**config.mk**
```make
export PLATFORM = sky130hd
export DESIGN_NAME = qrs_rr_controller
export DESIGN_NICKNAME = d
export VERILOG_FILES = /design/src/rtl/qrs_rr_controller.sv
export SDC_FILE = /design/constraint.sdc
export NUM_CORES = 1
export LEC_CHECK = 0
export CAP_MARGIN = 20
export CORE_UTILIZATION = 45
export DETAILED_ROUTE_END_ITERATION = 7
export HOLD_SLACK_MARGIN = 0.15
export PLACE_DENSITY = 0.66
export SETUP_SLACK_MARGIN = 0.3
export SLEW_MARGIN = 20
export SYNTH_ARGS = -nofsm -noshare
export SYNTH_HDL_FRONTEND = slang
export SYNTH_SLANG_ARGS = --single-unit
```
**constraint.sdc**
```tcl
create_clock -name clk -period 9.2 [get_ports clk]
set_input_delay 1.84 -clock clk [delete_from_list [all_inputs] [get_ports clk]]
set_output_delay 1.84 -clock clk [all_outputs]
set_load 0.02 [all_outputs]
```
**src/rtl/qrs_rr_controller.sv**
```systemverilog
// QRS detection FSM with RR-interval measurement, rhythm classification and asystole watch.
// Consumes one integrated Pan-Tompkins energy sample per sample_valid strobe.
module qrs_rr_controller #(
    parameter int REFRACT     = 50,
    parameter int TACHY_RR    = 150,
    parameter int BRADY_RR    = 300,
    parameter int IRREG_DELTA = 40,
    parameter int ASYS_LIMIT  = 1000
) (
    input  logic               clk,
    input  logic               rst_n,
    input  logic               en,
    input  logic               sample_valid,
    input  logic signed [15:0] integ_in,
    input  logic signed [15:0] thr,
    output logic               qrs_pulse,
    output logic               rr_valid,
    output logic [15:0]        rr_interval,
    output logic [1:0]         rhythm,
    output logic               asystole
);

    localparam logic [16:0] REF_LAST = (REFRACT > 0) ? 17'(REFRACT - 1) : 17'd0;
    localparam logic [16:0] TACHY_C  = 17'(TACHY_RR);
    localparam logic [16:0] BRADY_C  = 17'(BRADY_RR);
    localparam logic [16:0] IRREG_C  = 17'(IRREG_DELTA);
    localparam logic [16:0] ASYS_C   = 17'(ASYS_LIMIT);

    typedef enum logic [1:0] {
        S_IDLE,
        S_SEARCH,
        S_PEAK,
        S_REFRACT
    } state_t;

    state_t      state_q;
    logic [15:0] rr_cnt_q;
    logic [15:0] ref_cnt_q;
    logic [15:0] rr_interval_q;
    logic [1:0]  irr_cnt_q;
    logic [1:0]  rhythm_q;
    logic        have_prev_q;
    logic        rr_seen_q;
    logic        qrs_pulse_q;
    logic        rr_valid_q;
    logic        asystole_q;

    logic        above;
    logic        crossing;
    logic [15:0] rr_cnt_inc_d;
    logic [15:0] ref_cnt_inc_d;
    logic [16:0] delta_d;
    logic [1:0]  irr_cnt_d;
    logic [1:0]  rhythm_d;

    function automatic logic [15:0] sat_inc16(input logic [15:0] v);
        logic [16:0] s;
        s = {1'b0, v} + 17'd1;
        return s[16] ? 16'hFFFF : s[15:0];
    endfunction

    function automatic logic [16:0] abs_diff17(input logic [15:0] a, input logic [15:0] b);
        logic [16:0] d;
        d = {1'b0, a} - {1'b0, b};
        return d[16] ? (17'd0 - d) : d;
    endfunction

    function automatic logic [1:0] classify(input logic [15:0] rr, input logic [1:0] irr);
        if (irr == 2'd3) begin
            return 2'b11;
        end else if ({1'b0, rr} < TACHY_C) begin
            return 2'b10;
        end else if ({1'b0, rr} > BRADY_C) begin
            return 2'b01;
        end
        return 2'b00;
    endfunction

    assign above         = integ_in > thr;
    assign crossing      = en && sample_valid && (state_q == S_SEARCH) && above;
    assign rr_cnt_inc_d  = sat_inc16(rr_cnt_q);
    assign ref_cnt_inc_d = ref_cnt_q + 16'd1;
    // The new RR is rr_cnt+1 saturated; the previous RR is still held in rr_interval_q.
    assign delta_d       = abs_diff17(rr_cnt_inc_d, rr_interval_q);

    always_comb begin
        irr_cnt_d = irr_cnt_q;
        if (rr_seen_q) begin
            if (delta_d > IRREG_C) begin
                irr_cnt_d = (irr_cnt_q == 2'd3) ? 2'd3 : irr_cnt_q + 2'd1;
            end else begin
                irr_cnt_d = 2'd0;
            end
        end
    end

    assign rhythm_d = classify(rr_cnt_inc_d, irr_cnt_d);

    always_ff @(posedge clk) begin
        if (!rst_n) begin
            state_q       <= S_IDLE;
            rr_cnt_q      <= 16'd0;
            ref_cnt_q     <= 16'd0;
            rr_interval_q <= 16'd0;
            irr_cnt_q     <= 2'd0;
            rhythm_q      <= 2'b00;
            have_prev_q   <= 1'b0;
            rr_seen_q     <= 1'b0;
            qrs_pulse_q   <= 1'b0;
            rr_valid_q    <= 1'b0;
            asystole_q    <= 1'b0;
        end else begin
            qrs_pulse_q <= 1'b0;
            rr_valid_q  <= 1'b0;
            if (!en) begin
                // Disable wins over any simultaneous crossing; RR and rhythm stay visible.
                state_q     <= S_IDLE;
                rr_cnt_q    <= 16'd0;
                ref_cnt_q   <= 16'd0;
                irr_cnt_q   <= 2'd0;
                have_prev_q <= 1'b0;
                rr_seen_q   <= 1'b0;
                asystole_q  <= 1'b0;
            end else begin
                if (sample_valid) begin
                    rr_cnt_q <= crossing ? 16'd0 : rr_cnt_inc_d;
                    if (!crossing && (state_q != S_IDLE) && ({1'b0, rr_cnt_inc_d} >= ASYS_C)) begin
                        asystole_q <= 1'b1;
                    end
                end
                unique case (state_q)
                    S_IDLE: begin
                        state_q <= S_SEARCH;
                    end
                    S_SEARCH: begin
                        if (crossing) begin
                            state_q     <= S_PEAK;
                            qrs_pulse_q <= 1'b1;
                            asystole_q  <= 1'b0;
                            have_prev_q <= 1'b1;
                            if (have_prev_q) begin
                                rr_valid_q    <= 1'b1;
                                rr_interval_q <= rr_cnt_inc_d;
                                irr_cnt_q     <= irr_cnt_d;
                                rhythm_q      <= rhythm_d;
                                rr_seen_q     <= 1'b1;
                            end
                        end
                    end
                    S_PEAK: begin
                        if (sample_valid && !above) begin
                            state_q   <= S_REFRACT;
                            ref_cnt_q <= 16'd0;
                        end
                    end
                    S_REFRACT: begin
                        if (sample_valid) begin
                            ref_cnt_q <= ref_cnt_inc_d;
                            if ({1'b0, ref_cnt_inc_d} >= REF_LAST) begin
                                state_q <= S_SEARCH;
                            end
                        end
                    end
                endcase
            end
        end
    end

    assign qrs_pulse   = qrs_pulse_q;
    assign rr_valid    = rr_valid_q;
    assign rr_interval = rr_interval_q;
    assign rhythm      = rhythm_q;
    assign asystole    = asystole_q;

endmodule

```
==> out/metrics.cfg <==
[outcome]
outcome = finished, final reports clean

[power_and_ir_drop]
switchingPower_uw = 166
pwr-share-comb_pct = 11.5
p_sw_share_pct = 24.1
powerDensity_nw_per_um2 = 113
ir_worst_vdd_uv = 69.6
clkPwrFrac_pct = 51.1
p_seq_share_pct = 37.4
p_leak_uw = 0.00241
p_int_uw = 523

[final_layout]
final_cell_mix = 78 x nand2_1, 69 x inv_1, 59 x dfxtp_1
final.fill_count = 1083
fin_cells = 899
final_common_cell = nand2_1
area_delta_synth_final_pct = 19.2
drive_gt1_share_pct = 4.74
nets = 833
n_antenna_cell = 0

[global_routing]
grt_start_max_net_pins = 36
grt_pass1_vias = 4719
grt_pass1_wl_um = 22700
grt_use_total_pct = 24.4
grt_antenna_before_repair = 0
overflow = 0

[hold_path]
hold_class = flop to flop
min_from = rr_cnt_q[5]

[floorplan]
die_width_um = 108
io_pins = 57
num_rows = 38
dieArea_um2 = 11800
start_util_pct = 46.7
core_um2 = 10900
fp.dieH_um = 108

[critical_path]
crit_path_start_kind = flop
worstReg2RegStart = rr_cnt_q[0]
path_buf_inv = 0
end_kind = flop
cp_cell_sequence = ha_1 > nand3_1 > or4_1 > nor3_2 > nor2b_1 > ha_1 > fa_1 > nand2b_1 > a21oi_1 > xor2_1 > nor3_1 > nor3b_1 > nand4_1 > o41ai_1 > a32oi_1 > nor4b_2 > o32ai_1
crit_path_start = rr_cnt_q[0]
crit_fanout = 10
critPathKind = flop to flop
crit_arrival_ps = 5770
worstPathRequired_ps = 9410
slowest_delay_ps = 610
crit_slowest_cell = or4_1
cp_common_cell = ha_1
cp_top_family = simple AND/OR/NAND/NOR gates

[routing]
wl_per_cell_um = 15.6
drt_iter0_markers = 284
antenna_left = 0
via_per_inst = 5.80
vias = 5213
drc = 0
finalWirelength_um = 14000
first_pass_iters = 5

[synthesis]
yosysSeqAreaShare_pct = 23.1
syn_inst = 710
ys.flop_type = dfxtp_1
synth_top_area_cell = dfxtp_1
synth_seq_cells = 59
syn_avg_cell_area_um2 = 7.19
synth_top_area_share_pct = 23.1
ys_warn_count = 0
synth_edf_count = 0
yosys-top-cells-area = dfxtp_1 23%, ha_1 10%, nand2_1 5.8%
synth.net_count = 789
yosys.cell_types.count = 72
async_reset_ff_share_pct = 0
syn-cell-area_um2 = 5100

[cts]
postCtsSetupBuffers = 0
ctsResizeCount = 0
ctsHoldBuffers = 0
cts.sink_count = 59
path_clk_slew_ps = 60
cts_buffers = 9
cts_tree = built
cts-root-to-sink-buffers = 2
cts-root-buf = clkbuf_16
cts-htree-levels = 3
clk_latency_ps = 340

[sta]
fmax_mhz = 180
max-slew-margin-rel_pct = 34.0
maxSlewViolCount = 0
worstMarginPinSlew_ps = 986
setup_tns_ps = 0
rsz0062_at_grt = no
fin_ws_ps = 3630
finalSetupViolations = 0
skew_ps = 7.12
fin_crit_sh_pct = 60.5
hold_viol_final = 0
finalCriticalPeriod_ps = 5570

[placement]
dp.cells = 883
post-place-ws_ps = 3660
gp_congestion = 0.945
port_buffers = 56
dp_hpwl_um = 10800

[job]
max-cap-violations = 0

==> per-layer routing <==
metal | part of all wire [%] | vias to the layer above | wire length, um | GRT usage [%]
met2 | 47 | 124 | 6520 | 39.9
met5 | 0 | - | 0 | 0
li1 | - | 2656 | - | -
met1 | 47 | 2417 | 6630 | 33.0
met4 | 1.4 | 0 | 190 | 7.82
met3 | 4.7 | 16 | 665 | 3.25
==> area by class of cell <==
class                      count  area [um^2]  area share, %
timing repair buffer          59          583           9.59
clock inverter                 4         47.5          0.782
sequential                    59         1180           19.4
multi-input combinational    555         3560           58.6
tap                          140          175           2.88
clock buffer                  12          267           4.38
inverter                      70          263           4.32
==> cell usage after synthesis (all sizes together), types with 8 or more instances <==
cell     n
a211oi  19
a21o     8
a21oi   49
a31oi   10
and2    15
and3     8
clkbuf  26
dfxtp   59
ha      42
inv     69
nand2   79
nand3   33
nand4   13
nor2    58
nor2b    9
nor3    20
nor4    10
o21a     9
o21ai   57
o31ai    8
o41ai    8
xnor2   13
==> final timing paths <==
kind | slack [ps] | depth (start not counted) | end
worst max-delay path | 3630 | 17 | irr_cnt_q[0]
worst min-delay path | 490 | 2 | rr_cnt_q[5]
worst max register to register | 3630 | 17 | irr_cnt_q[0]
worst min register to register | 490 | 2 | rr_cnt_q[5]
==> kinds of logic after synthesis <==
group | synth area share, %
AND/OR/NAND/NOR | 26.6
AO/OA/AOI/OAI | 28.0
buffers and inverters | 7.06
flip-flops | 23.1
adder cells (fa/ha/maj) | 10.7
XOR/XNOR | 3.43
multiplexers | 1.03
==> worst register-to-register path, cell delays in order, from the launching register on <==
cell and delay [ps]:
dfxtp_1 380, ha_1 250, nand3_1 170, or4_1 610, nor3_2 530, nor2b_1 190
ha_1 260, fa_1 420, nand2b_1 220, a21oi_1 180, xor2_1 210, nor3_1 310
nor3b_1 590, nand4_1 210, o41ai_1 290, a32oi_1 140, nor4b_2 360, o32ai_1 140
==> power groups by stage <==
stage / combinational (uW) / clock, uW / sequential [uW]
global placement: 75.7 / 0 / 263
floorplan: 49.1 / 0 / 263
finish: 79.2 / 352 / 258
CTS: 78.7 / 357 / 258
detailed placement: 78.3 / 0 / 263
global route: 88.0 / 367 / 258
==> state kept, by name, indices dropped and copies added, names as in the netlist <==
signal and cells:
rr_interval 16, irr_cnt_q 2, asystole 1, qrs_pulse 1
rr_seen_q 1, have_prev_q 1, state_q 2, rhythm 2
ref_cnt_q 16, rr_valid 1, rr_cnt_q 16
==> stage by stage <==
stage          area, um^2  util (%)  hold WS, ps  power, uW
2_1_floorplan        5100         -          447        312
3_3_place_gp         5760      52.7          472        339
3_5_place_dp         5760      52.7          492        342
4_1_cts              6080      55.6          497        694
5_1_grt              6080      55.6          520        713
6_report             6080      55.6          491        689
(Power assumes the default switching activity.)
